--- src/rtl/tqv_bus_pkg.sv ---
// Shared widths, size codes, FSM state type and read-data sizing for the
// TinyQV peripheral bus initiator.
package tqv_bus_pkg;

    localparam int ADDR_W = 6;
    localparam int DATA_W = 32;

    localparam logic [1:0] SZ_BYTE = 2'b00;
    localparam logic [1:0] SZ_HALF = 2'b01;
    localparam logic [1:0] SZ_WORD = 2'b10;
    localparam logic [1:0] SZ_NONE = 2'b11;

    typedef enum logic [1:0] {
        ST_IDLE  = 2'd0,
        ST_WRITE = 2'd1,
        ST_READ  = 2'd2,
        ST_RESP  = 2'd3
    } state_t;

    // Zero-extends the low 8/16/32 bits of a peripheral read according to size.
    function automatic logic [DATA_W-1:0] size_mask(input logic [DATA_W-1:0] data,
                                                    input logic [1:0]        size);
        logic [DATA_W-1:0] res;
        res = '0;
        case (size)
            SZ_BYTE: res[7:0]  = data[7:0];
            SZ_HALF: res[15:0] = data[15:0];
            SZ_WORD: res       = data;
            default: res       = '0;
        endcase
        return res;
    endfunction

endpackage

--- src/rtl/tqv_bus_initiator.sv ---
// Initiator for the TinyQV peripheral bus: command in, one bus transaction, response out.
// Optional read timeout enabled by defining TQV_BUS_INITIATOR_TIMEOUT_EN.
module tqv_bus_initiator
    import tqv_bus_pkg::*;
#(
    parameter int unsigned TIMEOUT_CYCLES = 255
) (
    input  logic              clk,
    input  logic              rst,
    input  logic              cmd_valid,
    output logic              cmd_ready,
    input  logic              cmd_write,
    input  logic [1:0]        cmd_size,
    input  logic [ADDR_W-1:0] cmd_addr,
    input  logic [DATA_W-1:0] cmd_wdata,
    output logic              rsp_valid,
    input  logic              rsp_ready,
    output logic [DATA_W-1:0] rsp_rdata,
    output logic              rsp_err,
    output logic [ADDR_W-1:0] bus_address,
    output logic [DATA_W-1:0] bus_wdata,
    output logic [1:0]        bus_write_n,
    output logic [1:0]        bus_read_n,
    input  logic [DATA_W-1:0] bus_rdata,
    input  logic              bus_ready
);

    if (TIMEOUT_CYCLES < 1 || TIMEOUT_CYCLES > 65535) begin : g_bad_timeout
        $error("TIMEOUT_CYCLES must be in 1..65535");
    end

    state_t            state_q;
    state_t            state_d;
    logic [1:0]        size_q;
    logic [ADDR_W-1:0] addr_q;
    logic [DATA_W-1:0] wdata_q;
    logic [DATA_W-1:0] rdata_q;
    logic              err_q;
    logic              timeout_hit;

`ifdef TQV_BUS_INITIATOR_TIMEOUT_EN
    logic [15:0] to_cnt_q;

    // Ready on the limit cycle still completes the read.
    assign timeout_hit = (to_cnt_q == 16'(TIMEOUT_CYCLES)) && !bus_ready;

    always_ff @(posedge clk) begin
        if (rst || state_q != ST_READ) begin
            to_cnt_q <= '0;
        end else if (!bus_ready) begin
            to_cnt_q <= to_cnt_q + 16'd1;
        end
    end
`else
    assign timeout_hit = 1'b0;
`endif

    always_comb begin
        state_d = state_q;
        case (state_q)
            ST_IDLE: begin
                if (cmd_valid) begin
                    if (cmd_size == SZ_NONE) state_d = ST_RESP;
                    else if (cmd_write)      state_d = ST_WRITE;
                    else                     state_d = ST_READ;
                end
            end
            ST_WRITE: state_d = ST_RESP;
            ST_READ: begin
                if (bus_ready || timeout_hit) state_d = ST_RESP;
            end
            ST_RESP: begin
                if (rsp_ready) state_d = ST_IDLE;
            end
            default: state_d = ST_IDLE;
        endcase
    end

    always_ff @(posedge clk) begin
        if (rst) begin
            state_q <= ST_IDLE;
            size_q  <= SZ_NONE;
            addr_q  <= '0;
            wdata_q <= '0;
            rdata_q <= '0;
            err_q   <= 1'b0;
        end else begin
            state_q <= state_d;
            case (state_q)
                ST_IDLE: begin
                    if (cmd_valid) begin
                        addr_q  <= cmd_addr;
                        wdata_q <= cmd_wdata;
                        size_q  <= cmd_size;
                        rdata_q <= '0;
                        err_q   <= (cmd_size == SZ_NONE);
                    end
                end
                ST_READ: begin
                    if (bus_ready) begin
                        rdata_q <= size_mask(bus_rdata, size_q);
                        err_q   <= 1'b0;
                    end else if (timeout_hit) begin
                        rdata_q <= '0;
                        err_q   <= 1'b1;
                    end
                end
                default: ;
            endcase
        end
    end

    // Strobes are decoded from state and the latched size only, never from inputs.
    assign cmd_ready   = (state_q == ST_IDLE);
    assign rsp_valid   = (state_q == ST_RESP);
    assign rsp_rdata   = rdata_q;
    assign rsp_err     = err_q;
    assign bus_address = addr_q;
    assign bus_wdata   = wdata_q;
    assign bus_write_n = (state_q == ST_WRITE) ? size_q : SZ_NONE;
    assign bus_read_n  = (state_q == ST_READ)  ? size_q : SZ_NONE;

endmodule
--- config.mk ---
export PLATFORM = sky130hd
export DESIGN_NAME = tqv_bus_initiator
export DESIGN_NICKNAME = d
export VERILOG_FILES = /design/src/rtl/tqv_bus_pkg.sv /design/src/rtl/tqv_bus_initiator.sv
export SDC_FILE = /design/constraint.sdc
export NUM_CORES = 1
export LEC_CHECK = 0
export BUFFER_PORTS_ARGS = -buffer_cell sky130_fd_sc_hd__buf_2
export CAP_MARGIN = 20
export CELL_PAD_IN_SITES_DETAIL_PLACEMENT = 0
export CELL_PAD_IN_SITES_GLOBAL_PLACEMENT = 2
export CORE_ASPECT_RATIO = 0.75
export CORE_UTILIZATION = 24
export DETAILED_ROUTE_END_ITERATION = 8
export PLACE_DENSITY = 0.84
export SLEW_MARGIN = 20
export SYNTH_ARGS = -nofsm -noshare
export SYNTH_HDL_FRONTEND = slang
export SYNTH_SLANG_ARGS = --single-unit
export TNS_END_PERCENT = 50
--- constraint.sdc ---
create_clock -name clk -period 2.32 [get_ports clk]
set_input_delay 0.348 -clock clk [delete_from_list [all_inputs] [get_ports clk]]
set_output_delay 0.348 -clock clk [all_outputs]
set_load 0.01 [all_outputs]
Yosys cells after proc, flatten, opt, wreduce, memory -nomap -nowiden
Index checks and enable logic that the tools add are counted.
- register bits: 75
- bits in latches: 0
- RAM bits: 0
- memory bits (read-only): 0
- bits of input ports: 78
- output and inout port bits: 77
- logic and storage cells: 40
- memories: 0
- add/subtract/negate cells: 0
- $mul: 0
- div/mod/pow operators: 0
- magnitude comparators: 0
- eq/ne operators: 9
- shifts and indexed selects: 0
- mux-type cells: 17
- bitwise gates (word level): 0
- reductions and logical operators: 8
- operators with widths (operator ; number):
    32-bit two-way mux ; 2
    32-bit case mux with 2 select lines ; 1
    16-bit two-way mux ; 1
    8-bit two-way mux ; 2
    2-bit two-way mux ; 7
    2-bit equality test (second input constant) ; 4
    2-bit case mux with 4 select lines ; 1
    3-bit AND reduction ; 2
    2-bit by 1-bit equality test with 1-bit output (second input constant) ; 2
    2-bit zero test ; 2
    2-bit inequality test (second input constant) ; 2
    3-bit OR reduction ; 1
    1-bit two-way mux ; 2
    2-bit by 1-bit inequality test with 1-bit output (second input constant) ; 1
    1-bit case mux with 2 select lines ; 1
    2-bit AND reduction ; 1
    2-bit nonzero test ; 1
    2-bit OR reduction ; 1

Longest topological paths before layout
- word-level depth: 5
- depth in mapped cells: 7
- depth with buffers taken out: 5

Worst setup path after synthesis
OpenSTA, ideal clock, no wires.
- path type: register to register
- from: reg state_q[0]
- to: reg state_q[0]
- library setup time: 0.121 ns
- data arrival time: 1.505 ns
- required time: 2.199 ns
- path slack: 0.694 ns
- cell stages (with the launch flop): 6
- path buffers: 0
- path through: dfxtp_1 > inv_1 > ha_1 > nor2b_1 > a221oi_1 > mux2_2
- longest elaborated chain between the ends: 3
- elaborated cells between the ends (all ways): 9
- those cells by class: eq/ne (6); mux (1); reduce/logical (2)
- ends and longest elaborated chain (item ; RTL line ; RTL):
    from (decl) ; tqv_bus_initiator.sv:32 ; state_t state_q;
    from (signal assigned) ; tqv_bus_initiator.sv:88 ; state_q <= state_d;
    2-bit equality test or 2-bit zero test (tied branches) ; tqv_bus_initiator.sv:60 ; case (state_q)
    2-bit inequality test (no source line) or 2-bit by 1-bit inequality test with 1-bit output (tied branches) ; - ;
    3-bit AND reduction (no source line) ; - ;
Several ways; a longest one is shown, not always the timed one.
A chain may end at the register's enable or synchronous reset.

Final worst setup path
- from: reg state_q[0]
- to: reg rdata_q[26] (netlist: rsp_rdata[26])
- longest elaborated chain between the ends: 3
- elaborated cells between the ends (all ways): 7
- those cells by class: eq/ne (3); mux (1); reduce/logical (3)
- ends and longest elaborated chain (item ; RTL line ; RTL):
    2-bit equality test or 2-bit zero test (tied branches) ; tqv_bus_initiator.sv:89 ; case (state_q)
    2-bit inequality test (no source line) or 2-bit nonzero test (tied branches) ; - ;
    3-bit AND reduction (no source line) ; - ;
    to (signal assigned) ; tqv_bus_initiator.sv:101 ; rdata_q <= size_mask(bus_rdata, size_q);
    to (decl) ; tqv_bus_initiator.sv:37 ; logic [DATA_W-1:0] rdata_q;
Several ways; a longest one is shown, not always the timed one.

==> summary.md <==
| Metric | Value |
|---|---|
| Starting Density | `25.2%` |
| RSZ-0062 raised after global routing | `no` |
| Worst reg2reg setup slack | `0.47 ns` |
| CTS Sinks | `75` |
| Proportion of synthesized area in mux cells | `~1.5%` |
| Number of synthesized flops with an enable pin | `0` |
| Post-cts resize count | `0` |
| Global route overflow | `0` |
| Largest family of logic cells by synthesized area | `simple AND/OR/NAND/NOR gates` |
| Setup tns final | `0 ns` |
| Remaining antenna violation count after routing | `0` |
| Hold depth | `3` |
| Post-synthesis simple-gate area fraction | `27.2%` |
| First-pass GRT wire length | `between 10 and 15 mm` |
| Die width | `131 um` |
| Post-synth top area cell | `dfxtp_1` |
| Wire length per cell | `13.2 um` |
| # DRC | `0` |
| Mapped cell area | `3000 um2` |
| Setup bufs post-CTS | `0` |
| Largest net degree at the start of global routing | `36` |
| WL final | `8.86 mm` |
| Layout cell share with drive strength beyond 1 | `between 30% and 40%` |
| Fraction of registers with async set/reset | `0%` |
| Status | `completed` |
| Crit path DAT | `2.03 ns` |
| CP max FO | `31` |
| Final net count | `589` |
| Static Leak | `1.92 nW` |
| Initial DRC count | `115` |
| Mean post-synth cell area | `~8.3 um2` |
| Hold_sp | `cmd_size[1]` |
| Reg2reg start | `state_q[0]` |
| Vias | `2,973` |
| Top_reg_cell synth | `dfxtp_1` |
| Final setup viols | `0` |
| PD cells | `1060 nW/um2` |
| Register area | `1500 um2` |
| FF-to-FF path depth | `5` |
| Layout Skew | `0.00520 ns` |
| Total of max-cap violations | `0` |
| Final Critical Period | `1.85 ns` |
| Syn. warnings | `0` |
| Yosys reg bits | `75` |
| Drt first pass iters | `4` |
| Bufs on Longest Clock Path | `2` |
| Synth Instances | `roughly 360` |
| Multi-input logic area | `1360 um2` |
| Synth top area share | `about 50%` |
| HPWL Detailed | `6.30 mm` |
| Crit Path Category | `register to register` |
| # hold bufs at CTS | `0` |
| I/O Pins | `around 160` |
| Total Routing Usage GR | `13.8%` |
| Total power | `4.50 mW` |
| Worst min-delay path category | `input port to register` |
| Most frequent cell after synthesis | `nand2_1` |
| XOR/XNOR Fraction of Synth Area | `0%` |
| Area growth syn-to-layout | `42.1%` |
| Slew HR | `a little under three fifths` |
| Synth cell count leaders | `nand2_1, dfxtp_1, a21oi_1, nand2b_1, o21ai_0` |
| Chip Height | `98.8 um` |
| Port bufs | `around 150` |
| Distinct cells, synth | `25` |
| Hold Path End | `size_q[1]` |
| Ant. Diodes | `0` |
| Root Driver | `clkbuf_16` |
| Vias/cell | `4.44` |
| Filler cell count | `1,256` |
| Fin. Hold Viols | `0` |
| Worst setup SP type | `register` |
| Number of global-route vias before repair | `roughly 2,800` |
| Post-synthesis compound-gate area fraction | `13.2%` |
| Mapped Nets | `447` |
| Max Clock Freq | `0.540 GHz` |
| Tcrit/Tclk final | `79.8%` |
| Final slew viol count | `0` |
| Worst VDD drop | `410 uV` |
| Cell Rows | `34` |
| Synth Area in Adders | `3.34%` |
| Worst Setup End Kind | `register` |
| Sequential fraction of the synthesis area | `between 50% and 60%` |
| Die ar. | `12,900 um2` |
| CTS buffer count | `9` |
| R2R Path End | `rsp_rdata[26]` |
| Synth area leaders | `dfxtp_1, nand2_1, nand2b_1` |
| Initial antenna violation count | `0` |
| Clk slew on worst S/H paths | `0.06 ns` |
| Level count of the clock H-tree | `3` |
| Placer Congestion | `roughly 0.7` |
| Slew @ Worst Pin | `0.664 ns` |
| Clk_lat worst skew | `~0.33 ns` |
| TritonCTS clock tree | `built` |
| Core box area | `11,900 um2` |
| WP data required | `2.50 ns` |
==> power by group <==
part	internal, mW	switching [mW]	leakage [nW]
clock network	1.08	0.517	0.169
registers	1.45	0.0833	0.611
logic	0.446	0.934	1.14
==> per-layer routing <==
| metal | track usage [%] | wire length [um] |
|---|---|---|
| met5 | 0 | 0 |
| met1 | 16.3 | 3800 |
| met3 | 4.83 | 807 |
| met2 | 23.3 | 4160 |
| met4 | 4.24 | 97 |
==> cell type report <==
type                       instances  area share, %
clock buffer                      11           5.70
tap                              162           4.76
timing repair buffer             160           19.5
clock inverter                     5           2.35
inverter                           6          0.529
sequential                        75           35.3
multi-input combinational        251           31.9
==> stage by stage <==
step	cells	instance area [um2]	utilization [%]	setup WS, ns	hold slack, ns
after floorplan	361	3000	-	0.694	0.465
after global placement	654	3910	32.9	0.205	0.439
after detailed placement	654	3910	32.9	0.0839	0.446
after CTS	670	4250	35.8	0.0758	0.230
after global routing	670	4260	35.9	0.270	0.240
final	670	4260	35.9	0.469	0.249
==> kinds of logic after synthesis <==
family,count (synthesis)
muxes,4
adders and majority gates,8
AOI/OAI and AO/OA,77
DFF,75
and+or+nand+nor,162
buffers and inverters,35
==> worst max-delay path by stage <==
stage,slack (ns),end,startpoint,cells past startpoint
after floorplan,0.69,state_q[0],state_q[0],5
after global placement,0.21,rsp_rdata[26],state_q[0],5
after detailed placement,0.08,rsp_rdata[26],state_q[0],5
after CTS,0.08,rsp_rdata[26],state_q[0],5
after global routing,0.27,rsp_rdata[26],state_q[0],5
final,0.47,rsp_rdata[26],state_q[0],5
==> worst max-delay path: stages, from the launching register on <==
cell and delay, ns:
dfxtp_1 0.36, inv_1 0.11, ha_1 0.28, nor2b_1 0.22, nor2_4 0.52, o21ai_0 0.21
==> cell usage in the layout (no fill, tap or decap), drive strengths merged, types with 6 or more instances in the layout <==
| cell | count |
|---|---|
| buf | 160 |
| nand2 | 84 |
| dfxtp | 75 |
| a21oi | 40 |
| nand2b | 34 |
| o21ai | 33 |
| nand4 | 31 |
| clkbuf | 11 |
| ha | 8 |
| inv | 6 |
==> flip-flops by register name, indices dropped and copies added, names as in the netlist <==
name,flops
state_q,2
rsp_rdata,32
rsp_err,1
size_q,2
bus_wdata,32
bus_address,6
Note: power is estimated with default switching activity, not from simulation.
